**config.mk**
```make
export PLATFORM = sky130hd
export DESIGN_NAME = pc_stack
export DESIGN_NICKNAME = d
export VERILOG_FILES = /design/src/rtl/pc_stack.sv
export SDC_FILE = /design/constraint.sdc
export NUM_CORES = 1
export LEC_CHECK = 0
export CAP_MARGIN = 10
export CORE_MARGIN = 1
export CORE_UTILIZATION = 25
export DETAILED_ROUTE_END_ITERATION = 10
export MAX_ROUTING_LAYER = met4
export SYNTH_ARGS = -nofsm -noshare
export SYNTH_HDL_FRONTEND = slang
export SYNTH_SLANG_ARGS = --single-unit
```
**constraint.sdc**
```tcl
create_clock -name clk -period 4.23 [get_ports clk]
set_input_delay 0.846 -clock clk [delete_from_list [all_inputs] [get_ports clk]]
set_output_delay 0.846 -clock clk [all_outputs]
set_load 0.05 [all_outputs]
```
**src/rtl/pc_stack.sv**
```systemverilog
// pc_stack: fetch-stage program counter with relative branches, a hardware
// return-address stack for CALL/RET, fetch stall and sticky stack-error flags.
module pc_stack #(
  parameter int             W        = 8,
  parameter int             DEPTH    = 4,
  parameter logic [W-1:0]   RESET_PC = '0,
  localparam int            SPW      = $clog2(DEPTH + 1)
) (
  input  logic           clk,
  input  logic           rst_n,
  input  logic           stall,
  input  logic [2:0]     op,
  input  logic [W-1:0]   target,
  input  logic [W-1:0]   offset,
  input  logic           cond,
  input  logic           clr_err,
  output logic [W-1:0]   pc,
  output logic [SPW-1:0] sp,
  output logic           full,
  output logic           empty,
  output logic           ovf,
  output logic           unf
);

  // Stack slot index width; a one-entry stack still needs a one-bit index.
  localparam int AW = (DEPTH > 1) ? $clog2(DEPTH) : 1;

  localparam logic [2:0] OP_JMP  = 3'b001;
  localparam logic [2:0] OP_BR   = 3'b010;
  localparam logic [2:0] OP_CALL = 3'b011;
  localparam logic [2:0] OP_RET  = 3'b100;

  logic [W-1:0]   stack_mem [DEPTH];
  logic [W-1:0]   pc_inc;
  logic [W-1:0]   pc_next;
  logic [SPW-1:0] sp_next;
  logic [SPW-1:0] sp_dec;
  logic [AW-1:0]  push_idx;
  logic [AW-1:0]  top_idx;
  logic           ovf_next;
  logic           unf_next;
  logic           push;

  assign pc_inc   = pc + W'(1);
  assign sp_dec   = sp - SPW'(1);
  assign push_idx = sp[AW-1:0];
  assign top_idx  = sp_dec[AW-1:0];
  assign full     = (sp == SPW'(DEPTH));
  assign empty    = (sp == '0);

  // Next pc, stack pointer and flags; stall freezes everything, and a flag
  // set in the same cycle as clr_err overrides the clear.
  always_comb begin
    pc_next  = pc;
    sp_next  = sp;
    ovf_next = ovf;
    unf_next = unf;
    push     = 1'b0;
    if (!stall) begin
      if (clr_err) begin
        ovf_next = 1'b0;
        unf_next = 1'b0;
      end
      case (op)
        OP_JMP: pc_next = target;
        OP_BR:  pc_next = cond ? (pc + offset) : pc_inc;
        OP_CALL: begin
          if (!full) begin
            push    = 1'b1;
            sp_next = sp + SPW'(1);
            pc_next = target;
          end else begin
            pc_next  = pc_inc;
            ovf_next = 1'b1;
          end
        end
        OP_RET: begin
          if (!empty) begin
            sp_next = sp_dec;
            pc_next = stack_mem[top_idx];
          end else begin
            pc_next  = pc_inc;
            unf_next = 1'b1;
          end
        end
        default: pc_next = pc_inc;
      endcase
    end
  end

  // Architectural state: pc, stack pointer and sticky error flags.
  always_ff @(posedge clk or negedge rst_n) begin
    if (!rst_n) begin
      pc  <= RESET_PC;
      sp  <= '0;
      ovf <= 1'b0;
      unf <= 1'b0;
    end else begin
      pc  <= pc_next;
      sp  <= sp_next;
      ovf <= ovf_next;
      unf <= unf_next;
    end
  end

  // Return-address storage; contents are meaningless after reset, so no reset.
  always_ff @(posedge clk) begin
    if (push) begin
      stack_mem[push_idx] <= pc_inc;
    end
  end

endmodule
```
# Yosys cells after proc, flatten, opt, wreduce, memory -nomap -nowiden
# Memory sizes are Yosys's and may differ from the RTL's.
# Index checks and enable logic that the tools add are counted.
# op_classes
n_addsub	4
mux	18
n_reduce_logical	3
div_mod_pow	0
bitwise_logic	1
multipliers	0
magnitude_cmp	0
eq_ne	7
n_shift	0
# op_table
op	count
8-bit case mux with 4 select lines	1
8-bit two-way mux	3
1-bit two-way mux	11
8-bit by 1-bit adder with 8-bit output (second input constant)	1
8-bit adder	1
3-bit by 2-bit equality test with 1-bit output (second input constant)	2
3-bit equality test (second input constant)	2
3-bit two-way mux	2
3-bit case mux with 2 select lines	1
2-bit inequality test (second input constant)	2
4-bit AND reduction	1
3-bit by 1-bit adder with 3-bit output (second input constant)	1
3-bit by 1-bit equality test with 1-bit output (second input constant)	1
3-bit zero test	1
3-bit by 1-bit subtractor with 3-bit output (second input constant)	1
2-bit nonzero test	1
1-bit NOT	1
# word_totals
n_memories	1
latchBits	0
ram_bits	32
wordCells	38
romBits	0
out_inout_bits	15
register_bits	13
# memory_table
memory	depth	width	rd	rd_clocked_by_memory_dff	write_ports	line_no	text
stack_mem	4	8	1	0	1	33	logic [W-1:0] stack_mem [DEPTH];

# Depth between registers and ports, before layout
# logic_depth
depth_word	6
ltp_mapped	9

# Least setup slack after synthesis
# OpenSTA, ideal clock, no wires.
# synth_timing
kind	reg2reg
from	register sp[0]
to	register pc[6]
required_ns	4.104
arrival_ns	2.568
path_slack_ns	1.536
stages_incl_launch_ff	8
synth_period_minus_slack_ns	2.694
cell_sequence	dfrtp_1 > buf_6 > inv_1 > ha_1 > buf_1 > mux4_2 > a221o_1 > o32a_1
# synth_via
elab_chain_cells	4
word_cells_on_any_way	7
# synth_rtl
item	line_no	text
from (decl)	18	output logic [SPW-1:0] sp,
from (signal assigned)	100	sp <= sp_next;
3-bit by 1-bit subtractor with 3-bit output	45	assign sp_dec = sp - SPW'(1);
memory 4 x 8 bit	-	
8-bit two-way mux	78	if (!empty) begin
8-bit case mux with 4 select lines (*)	64	case (op)
to (signal assigned)	99	pc <= pc_next;
to (decl)	17	output logic [W-1:0] pc,
# Every way passes the cells marked *; elsewhere a longest branch is shown, timed or not.
# A chain may end at the register's enable or synchronous reset.

# Worst setup path in the final report
# layout_timing
from	register sp[0]
to	output port empty
# layout_via
elab_chain_cells	1
# layout_rtl
item	line_no	text
3-bit zero test	49	assign empty = (sp == '0);
to (decl)	20	output logic empty,
# Every way passes these cells.

==> out/results.txt <==
first-pass GRT wire length - 9180 um
largest net degree at the start of global routing - 16
final wirelength - 5820 um
multiplexer share of the synthesized area - 8.14%
Setup Viol. Count Final - 0
synthesized flop and latch total - 45
Synth Area per Inst - 13.6 um2
DRC Markers - 0
TritonRoute pass-1 iters - 4
slowest CP cell - clkdlybuf4s50_1
Die Height - 101 um
Rows - 35
TritonCTS clock tree - built
layout cells sized above 1 - 11.3%
Area contributors post-synth - edfxtp_1, dfrtp_1, mux4_2, ha_1, a221o_1
CTS sink count - 45
YS warnings - 0
total power - 0.00180 W
status - completed
total negative setup slack - 0 ns
full die area - 0.0102 mm2
io pins - 39
worst slack, placed - 1.18 ns
initial antenna violation count - 0
drt wl/cell - 16.6 um
CP Buf/Inv Count - 4
Initial Utilization - 26.2%
final core occ - 32.8%
routability congestion estimate from global placement - 0.733
post-synthesis async set-or-reset flop share - 28.9%
Mapped Area - 0.00246 mm2
clock network fraction of total power - 18.0%
total CTS buffers - 5
top cell type by total area after synthesis - edfxtp_1
root buf cell - clkbuf_8
Final Critical Period - 3.13 ns
Longest Clk Path Bufs - 2
post-synthesis simple-gate area fraction - 8.70%
cts hold-fix bufs - 0
part of the power in registers - 35.1%
Clk pin slew, worst setup/hold paths - 0.08 ns
sequential area share after synthesis - 52.3%
DPL Wire Length - 4210 um
grt ovf - 0
area share of fa/ha/maj cells after synthesis - 7.43%
gr usage total - 12.2%
CP most frequent cell - inv_1
Placed Cells - 342
RSZ-0062 raised after global routing - no
power per cell area - 587 mW/mm2
Max stage delay on crit path - 0.81 ns
P_sw - 0.000708 W
fin crit share - 74.1%
max-slew violations - 0
Post-synth EDFFs - 32
xor/xnor cell area share of the yosys netlist - 4.27%
CP delay by family, top - buffers and inverters
Worst Hold Class - flip-flop to flip-flop
core area - 0.00937 mm2
final setup margin - 1.10 ns
die span in x - 101 um
Skew-Pair Late Insertion Delay - 0.30 ns
combinational power share - 46.9%
number of buffers added for setup after CTS - 0
remaining antenna violation count - 0
Crit path required time - 3.38 ns
Worst Setup Start Kind - flip-flop
Leak - 1.12 nW
Max-slew headroom - 51.4%
Cell variety after synth - 44
Synth Area in Compound Gates - 16.2%
# port buffers - 38
Reg area - 0.00129 mm2
# fillers - 974
Non-Filler Instances - 350
Worst Setup End Kind - output pin
area delta synth->final - 24.8%
Syn Nets - 219
initial DRC count - 89
n_diodes - 0
crit path DAT - 2.29 ns
Worst-Margin Slew - 0.727 ns
worst vdd ir - 0.417 mV
number of vias per cell - 4.90
Max FO, Critical Path - 13
Nets - 258
Max-Cap Viols - 0
sw frac - 39.3%
critical path class - flip-flop to output pin
H-tree depth - 2
Synth top area share - 39.1%
multi-input logic area - 0.00110 mm2
Mapped Cells - 181
Fin. Hold Viols - 0
crit path cell chain - buf_4 -> inv_1 -> ha_1 -> nand2b_1 -> inv_1 -> clkdlybuf4s50_1
internal power - 0.00109 W
Fin Clk Skew - 0.00850 ns
Fmax achieved - 0.319 GHz
ys flop type - edfxtp_1
post-cts sizing count - 0
largest family of logic cells by synthesized area - compound AO/OA/AOI/OAI gates
vias in the first global route - 1,715
routed vias - 1,714
placed cells by master (no fill, tap or decap), drive strengths merged, types with 2 or more instances in the layout:
cell type      instances
nand3                  6
dfrtp                 13
nor3b                  2
ha                    13
xor2                   4
nand2                  4
mux4                   8
and2                   5
nor2                   5
a2bb2oi                2
mux2i                  2
nand2b                 2
clkbuf                 5
inv                    6
xnor2                  8
o211ai                 2
o32a                   2
nor3                   2
a21oi                  9
clkdlybuf4s50         38
a21o                   5
a211oi                 4
o21bai                 3
and3                   3
a211o                  2
edfxtp                32
and3b                  2
a32o                   2
o21ai                  5
a221o                 10
worst register-to-register path, stage by stage, from the launching register on:
cell     delay (ns)
dfrtp_1        0.33
buf_4          0.24
inv_1          0.12
ha_1           0.58
mux4_2         0.37
a221o_1        0.37
o32a_1         0.34
per-stage QoR:
step,hold slack [ns],cell area [um2]
final,0.503,3070
after global routing,0.534,3070
after CTS,0.509,3070
after detailed placement,0.484,2960
after global placement,0.475,2960
after floorplan,0.550,2460
kinds of logic after synthesis:
family,count (synthesis)
flip-flops,45
AO/OA/AOI/OAI,52
buffers and inverters,13
adder cells (fa/ha/maj),14
AND/OR/NAND/NOR,35
multiplexers,10
XOR/XNOR,12
sequential cells by signal, indices dropped and copies added, names as in the netlist:
signal / flops
stack_mem: 32
ovf: 1
sp: 3
unf: 1
pc: 8
Yosys cell counts, types with 2 or more instances:
master,instances
edfxtp_1,32
dfrtp_1,13
ha_1,13
a21oi_1,9
a221o_1,8
mux4_2,8
xnor2_1,8
inv_1,6
nand3_1,6
a21o_1,5
and2_1,5
o21ai_0,5
a211oi_1,4
nand2_1,4
xor2_1,4
and3_1,3
buf_6,3
nor2_1,3
o21bai_1,3
a211o_1,2
a221o_2,2
a2bb2oi_1,2
a32o_1,2
and3b_2,2
buf_1,2
clkbuf_1,2
mux2i_1,2
nand2b_1,2
nor2_2,2
nor3_1,2
nor3b_1,2
o211ai_1,2
o32a_1,2
final timing paths:
kind | start | end | slack (ns) | cells past startpoint
min in group asynchronous | rst_n | pc[7] | 0.97 | 1
setup / recovery | sp[0] | empty | 1.10 | 6
max in group asynchronous | rst_n | sp[0] | 2.79 | 1
hold / removal | unf | unf | 0.50 | 2
setup reg to reg | sp[0] | pc[6] | 1.77 | 6
hold reg to reg | unf | unf | 0.50 | 2
power by group through the flow:
stage                     combinational, W  sequential, W  clock (W)
after floorplan                   0.000474       0.000767          0
after global placement            0.000843       0.000639          0
after detailed placement          0.000849       0.000642          0
after CTS                         0.000853       0.000633   0.000330
after global routing              0.000916       0.000642   0.000346
final                             0.000845       0.000632   0.000324
layout make-up:
cell class,instances,share of cell area (%)
tap,129,5.26
clock inverter,3,1.35
sequential,45,41.9
clock buffer,5,2.24
timing repair buffer,39,12.6
multi-input combinational,123,35.9
inverter,6,0.734
layer usage:
| layer | GRT usage [%] | wire, um |
|---|---|---|
| met5 | - | 0 |
| met4 | 1.34 | 0 |
| met3 | 2.42 | 270 |
| met2 | 18.9 | 2760 |
| met1 | 17.0 | 2790 |
Note: power is estimated with default switching activity, not from simulation.
